`src/rtl/counting_sort_pkg.sv`:
```
// Types and helpers shared by the histogram sorters.
// State encoding for the load/emit sequencer and the counter width calculation.
package counting_sort_pkg;

   typedef enum logic {LOAD, EMIT} cs_state_e;

   // A bin can hold every key of a full batch, so it must represent 0..depth.
   function automatic int cnt_width(input int depth);
      return $clog2(depth + 1);
   endfunction

endpackage

```
`src/rtl/counting_sort_hist.sv`:
```
// Per-key occurrence counters: one increment port, one decrement port, one combinational read.
// Updates take effect on the next clock; the read port reflects the current count.
module counting_sort_hist
   import counting_sort_pkg::*;
#(
   parameter int KEY_WIDTH = 5,
   parameter int CNT_W     = 4
) (
   input  logic                 clk_i,
   input  logic                 rst_ni,
   input  logic                 inc_en_i,
   input  logic [KEY_WIDTH-1:0] inc_addr_i,
   input  logic                 dec_en_i,
   input  logic [KEY_WIDTH-1:0] dec_addr_i,
   input  logic [KEY_WIDTH-1:0] rd_addr_i,
   output logic [CNT_W-1:0]     rd_cnt_o
);

   localparam int NUM_BINS = 2 ** KEY_WIDTH;

   logic [CNT_W-1:0] cnt_q [NUM_BINS];

   always_ff @(posedge clk_i or negedge rst_ni) begin
      if (!rst_ni) begin
         for (int i = 0; i < NUM_BINS; i++) cnt_q[i] <= '0;
      end else begin
         if (inc_en_i) cnt_q[inc_addr_i] <= cnt_q[inc_addr_i] + CNT_W'(1);
         if (dec_en_i) cnt_q[dec_addr_i] <= cnt_q[dec_addr_i] - CNT_W'(1);
      end
   end

   assign rd_cnt_o = cnt_q[rd_addr_i];

   // Loading and emitting are mutually exclusive phases, so the ports never collide.
   inc_dec_exclusive: assert property (@(posedge clk_i) disable iff (!rst_ni)
      !(inc_en_i && dec_en_i));

endmodule

```
`src/rtl/counting_sort_stream.sv`:
```
// Streaming counting sort: loads up to DEPTH keys into a histogram, then scans bins in order.
// One key per cycle each way plus one cycle per empty bin; read side holds data while stalled.
module counting_sort_stream
   import counting_sort_pkg::*;
#(
   parameter int KEY_WIDTH = 5,
   parameter int DEPTH     = 8
) (
   input  logic                 clk_i,
   input  logic                 rst_ni,
   input  logic                 write_valid_i,
   output logic                 write_ready_o,
   input  logic [KEY_WIDTH-1:0] write_data_i,
   input  logic                 write_last_i,
   input  logic                 desc_i,
   output logic                 read_valid_o,
   input  logic                 read_ready_i,
   output logic [KEY_WIDTH-1:0] read_data_o,
   output logic                 read_last_o,
   output logic                 busy_o
);

   localparam int CNT_W = cnt_width(DEPTH);

   cs_state_e            state_q, state_d;
   logic [CNT_W-1:0]     n_q, n_d;
   logic [KEY_WIDTH-1:0] bin_q, bin_d;
   logic                 desc_q, desc_d;
   logic                 wr_rdy_q, wr_rdy_d;

   logic [CNT_W-1:0]     cur_cnt;
   logic                 wr_fire, rd_vld, rd_last, rd_fire;
   logic [KEY_WIDTH-1:0] bin_step;

   assign wr_fire  = write_valid_i && wr_rdy_q;
   assign rd_vld   = (state_q == EMIT) && (cur_cnt != '0);
   assign rd_last  = rd_vld && (n_q == CNT_W'(1));
   assign rd_fire  = rd_vld && read_ready_i;
   assign bin_step = desc_q ? bin_q - KEY_WIDTH'(1) : bin_q + KEY_WIDTH'(1);

   counting_sort_hist #(
      .KEY_WIDTH (KEY_WIDTH),
      .CNT_W     (CNT_W)
   ) u_hist (
      .clk_i      (clk_i),
      .rst_ni     (rst_ni),
      .inc_en_i   (wr_fire),
      .inc_addr_i (write_data_i),
      .dec_en_i   (rd_fire),
      .dec_addr_i (bin_q),
      .rd_addr_i  (bin_q),
      .rd_cnt_o   (cur_cnt)
   );

   always_comb begin
      state_d  = state_q;
      n_d      = n_q;
      bin_d    = bin_q;
      desc_d   = desc_q;
      wr_rdy_d = wr_rdy_q;
      case (state_q)
         LOAD: begin
            if (wr_fire) begin
               n_d = n_q + CNT_W'(1);
               if (n_q == '0) desc_d = desc_i;
               if (write_last_i || (n_q + CNT_W'(1) == CNT_W'(DEPTH))) begin
                  state_d  = EMIT;
                  wr_rdy_d = 1'b0;
                  bin_d    = desc_d ? '1 : '0;
               end
            end
         end
         EMIT: begin
            if (cur_cnt == '0) begin
               bin_d = bin_step;
            end else if (read_ready_i) begin
               if (rd_last) begin
                  state_d  = LOAD;
                  wr_rdy_d = 1'b1;
                  n_d      = '0;
               end else begin
                  n_d = n_q - CNT_W'(1);
                  // Stay on a bin until its last duplicate has gone out.
                  if (cur_cnt == CNT_W'(1)) bin_d = bin_step;
               end
            end
         end
         default: state_d = LOAD;
      endcase
   end

   always_ff @(posedge clk_i or negedge rst_ni) begin
      if (!rst_ni) begin
         state_q  <= LOAD;
         n_q      <= '0;
         bin_q    <= '0;
         desc_q   <= 1'b0;
         wr_rdy_q <= 1'b1;
      end else begin
         state_q  <= state_d;
         n_q      <= n_d;
         bin_q    <= bin_d;
         desc_q   <= desc_d;
         wr_rdy_q <= wr_rdy_d;
      end
   end

   assign write_ready_o = wr_rdy_q;
   assign read_valid_o  = rd_vld;
   assign read_data_o   = bin_q;
   assign read_last_o   = rd_last;
   assign busy_o        = (state_q == EMIT) || (n_q != '0);

endmodule

```
`config.mk`:
```
export PLATFORM = sky130hd
export DESIGN_NAME = counting_sort_stream
export DESIGN_NICKNAME = d
export VERILOG_FILES = /design/src/rtl/counting_sort_pkg.sv /design/src/rtl/counting_sort_hist.sv /design/src/rtl/counting_sort_stream.sv
export SDC_FILE = /design/constraint.sdc
export NUM_CORES = 1
export LEC_CHECK = 0
export BUFFER_PORTS_ARGS = -buffer_cell sky130_fd_sc_hd__buf_2
export CAP_MARGIN = 20
export CORE_UTILIZATION = 60
export CTS_BUF_LIST = sky130_fd_sc_hd__clkbuf_2
export DETAILED_ROUTE_END_ITERATION = 16
export GPL_TIMING_DRIVEN = 0
export PLACE_DENSITY = 0.77
export SKIP_CTS_REPAIR_TIMING = 1
export SLEW_MARGIN = 20
export SYNTH_ARGS = -nofsm -noshare
export SYNTH_HDL_FRONTEND = slang
export SYNTH_SLANG_ARGS = --single-unit
```
`constraint.sdc`:
```
create_clock -name clk_i -period 4.1 [get_ports clk_i]
set_input_delay 0.82 -clock clk_i [delete_from_list [all_inputs] [get_ports clk_i]]
set_output_delay 0.82 -clock clk_i [all_outputs]
set_load 0.02 [all_outputs]
```
==> flow_summary_export.csv <==
group,metric,value,unit
die,die_area,17000,um^2
pwr,p_leak,4.72,nW
timing,setup_viol,26,
global_route,grt_pass1_vias,8922,
route,ant_nets,0,
outcome,violations,"negative setup slack",
setup_path,crit_type,"flip-flop to output pin",
timing,clock_skew,0.0701,ns
yosys,ys_top_cells_by_count,"mux2i_1 (158), dfrtp_1 (139), a21oi_1 (100)",
route,maxUsedRoutingLayer,"met4",
yosys,yosysSeqAreaShare,35.5,%
finish,finalInstanceArea,11200,um^2
setup_path,start_kind,"flip-flop",
global_route,antenna_found_initial,5,
route,met2WireLength,17.4,mm
die,io_pins,20,
timing,timing.fmax,0.209,GHz
placement,gp_congestion,1.09,
hold_path,min_path_type,"input pin to flip-flop",
global_route,grt_util_all_layers,51.3,%
placement,placed_area,10300,um^2
route,num_vias,9915,
yosys,yosys.area.top_type,"dfrtp_1",
clocking,numCtsBuffers,17,
global_route,grt_pass1_wl,60.3,mm
yosys,synth_flop_cell,"dfrtp_1",
setup_path,crit_start,"read_data_o[0]",
finish,layout.nets,1077,
timing,grt_setup_unrepaired,"true",
timing,period_needed,4.79,ns
timing,slew_headroom,15.0,%
yosys,synth_seq_cells,140,
timing,tightest_slew,1.28,ns
finish,multi_input_area,6220,um^2
setup_path,reg2reg_from,"read_data_o[0]",
yosys,syn-num-nets,1009,
timing,min_period_over_period,117,%
yosys,yosys_warnings,0,
finish,n_fill_cell,1227,
finish,seqCellArea,3500,um^2
pwr,p_per_area,759,nW/um^2
route,drt_iter0_markers,2107,
timing,final_max_slew_viol_count,0,
clocking,clockBufferDepth,2,
die,core-area,16000,um^2
global_route,grt_overflow,0,
yosys,ys_top_cells_by_area,"dfrtp_1 (35%), mux2i_1 (16%), a211oi_1 (5.7%)",
route,drt-met1-wl,14.9,mm
finish,drive_gt1_share,20.9,%
global_route,grt_max_degree,94,
clocking,clk-insertion-delay-late,0.84,ns
yosys,yosys.area.top_type_share,35.2,%
route,drt_pre_antenna_iters,8,
clocking,htreeDepth,4,
clocking,cts_root_buf,"clkbuf_2",
clocking,cts_tree,"yes",
setup_path,crit_arrival,3.97,ns
clocking,clkSinkCount,140,
finish,area_delta_synth_final,13.7,%
clocking,clk_pin_slew_worst_paths,0.26,ns
die,die_y,130,um
placement,io_buffers,17,
route,wire_per_inst,33.1,um
timing,tns,-2.08,ns
route,dr_wl_met3,7.01,mm
placement,dp_hpwl,29.0,mm
route,drt-total-wl,42.7,mm
outcome,status,"finished with violations",
timing,setup_slack,-0.693,ns
setup_path,reg2reg_to,"n_q[2]",
setup_path,cp.required,3.28,ns
placement,dp_slack,-1.66,ns
yosys,yosysUniqueCellTypes,66,
job,maxCapViolations,0,
setup_path,crit_path_end_kind,"output pin",
die,die_w,130,um
die,num_rows,46,
route,vias_per_cell,7.70,
finish,final_cells,1288,
setup_path,reg2reg_slack,-0.08,ns
setup_path,path_max_fanout,8,
yosys,synthCells,988,
die,initial_core_util,61.7,%
yosys,synth_edf_count,0,
timing,finalHoldViolCount,0,
placement,dp_cells,1222,
yosys,yosysMostFrequentCell,"mux2i_1",
setup_path,endpoint,"read_valid_o",
pwr,ir_drop,0.495,mV
yosys,synthArstFlopShare,100,%
route,drc,0,
yosys,synth.cell_area,9880,um^2
setup_path,reg2reg_depth,18,
yosys,syn_avg_cell_area,10.0,um^2
pwr,finalPower,8.52,mW
[cells in the final DEF (no fill, tap or decap), drive strengths merged, types with 4 or more instances in the layout]
master and instances:
o22ai 28, or4bb 7, xnor2 7, and3 13, nand4b 4, nor2 59
clkinv 7, nor4 22, dfrtp 139, a21oi 100, inv 21, mux2 10
nor2b 61, clkbuf 57, mux2i 158, buf 82, nand3 14, ha 9
a31oi 4, a211oi 76, a22oi 15, o21ai 19, nand3b 5, nand2 34
mux4 25, or3 5, nor3b 6, nand2b 8, or4b 4, nand4 7
nor3 20
[routing by layer]
metal  global-route usage (%)  up-vias
met5                    0.882        -
met4                     32.1        0
met3                     23.3      291
met2                     69.7     1016
met1                     65.9     4708
li1                         -     3900
[worst max-delay path: stages (launching register included)]
cell and delay (ns):
dfrtp_1 0.44, buf_8 0.15, buf_12 0.13, buf_16 0.15, buf_16 0.16, mux2i_4 0.37
o22ai_1 0.19, nor4_2 0.30, nand2_2 0.21, buf_12 0.19, inv_4 0.05, ha_4 0.15
inv_4 0.04, o31ai_4 0.32, inv_1 0.10, buf_6 0.15
[flip-flops by register name, summed over array words and instances (netlist names)]
name,count
u_hist.cnt_q,128
desc_q,1
n_q,4
write_ready_o,1
read_data_o,5
state_q,1
[cell type report]
cell class                 instances  share of cell area [%]
multi-input combinational        757                    55.4
sequential                       140                    31.2
buffer                            72                    4.20
timing repair buffer              49                    3.70
tap                              216                    2.41
clock inverter                    13                    1.46
clock buffer                      19                   0.847
inverter                          19                   0.680
antenna                            3                  0.0669
[through the flow]
stage	hold slack (ns)	util, %
2_1_floorplan	0.523	-
3_3_place_gp	0.536	64.0
3_5_place_dp	0.541	64.3
4_1_cts	-0.115	65.9
5_1_grt	0.310	70.1
6_report	0.310	70.2
[cells by family (layout without fill, tap and decap cells)]
kind of cell             after synthesis  after routing  synth area share, %
multiplexers                         193            193                 22.9
AND/OR/NAND/NOR                      280            280                 18.0
AO/OA/AOI/OAI                        264            264                 17.2
flip-flops                           140            140                 35.5
XOR/XNOR                              10             10                0.887
buffers and inverters                 91            172                 4.23
other                                  0              3                    0
adder cells (fa/ha/maj)               10             10                 1.34
[report_power, final]
| group | internal (mW) | switching (mW) | total, mW |
|---|---|---|---|
| clock | 0.351 | 0.605 | 0.956 |
| sequential | 1.79 | 0.468 | 2.26 |
| combinational | 1.78 | 3.52 | 5.31 |
| total | 3.93 | 4.59 | 8.52 |
[worst min path at each step]
stage	from	endpoint	slack, ns	depth (start not counted)
after global routing	write_last_i	write_ready_o	0.31	4
after CTS	rst_ni	u_hist.cnt_q[59]	-0.11	1
after detailed placement	write_ready_o	write_ready_o	0.54	2
after floorplan	rst_ni	desc_q	0.52	0
final	write_last_i	write_ready_o	0.31	4
after global placement	write_ready_o	write_ready_o	0.54	2
Power figures use the tool's default switching activity.
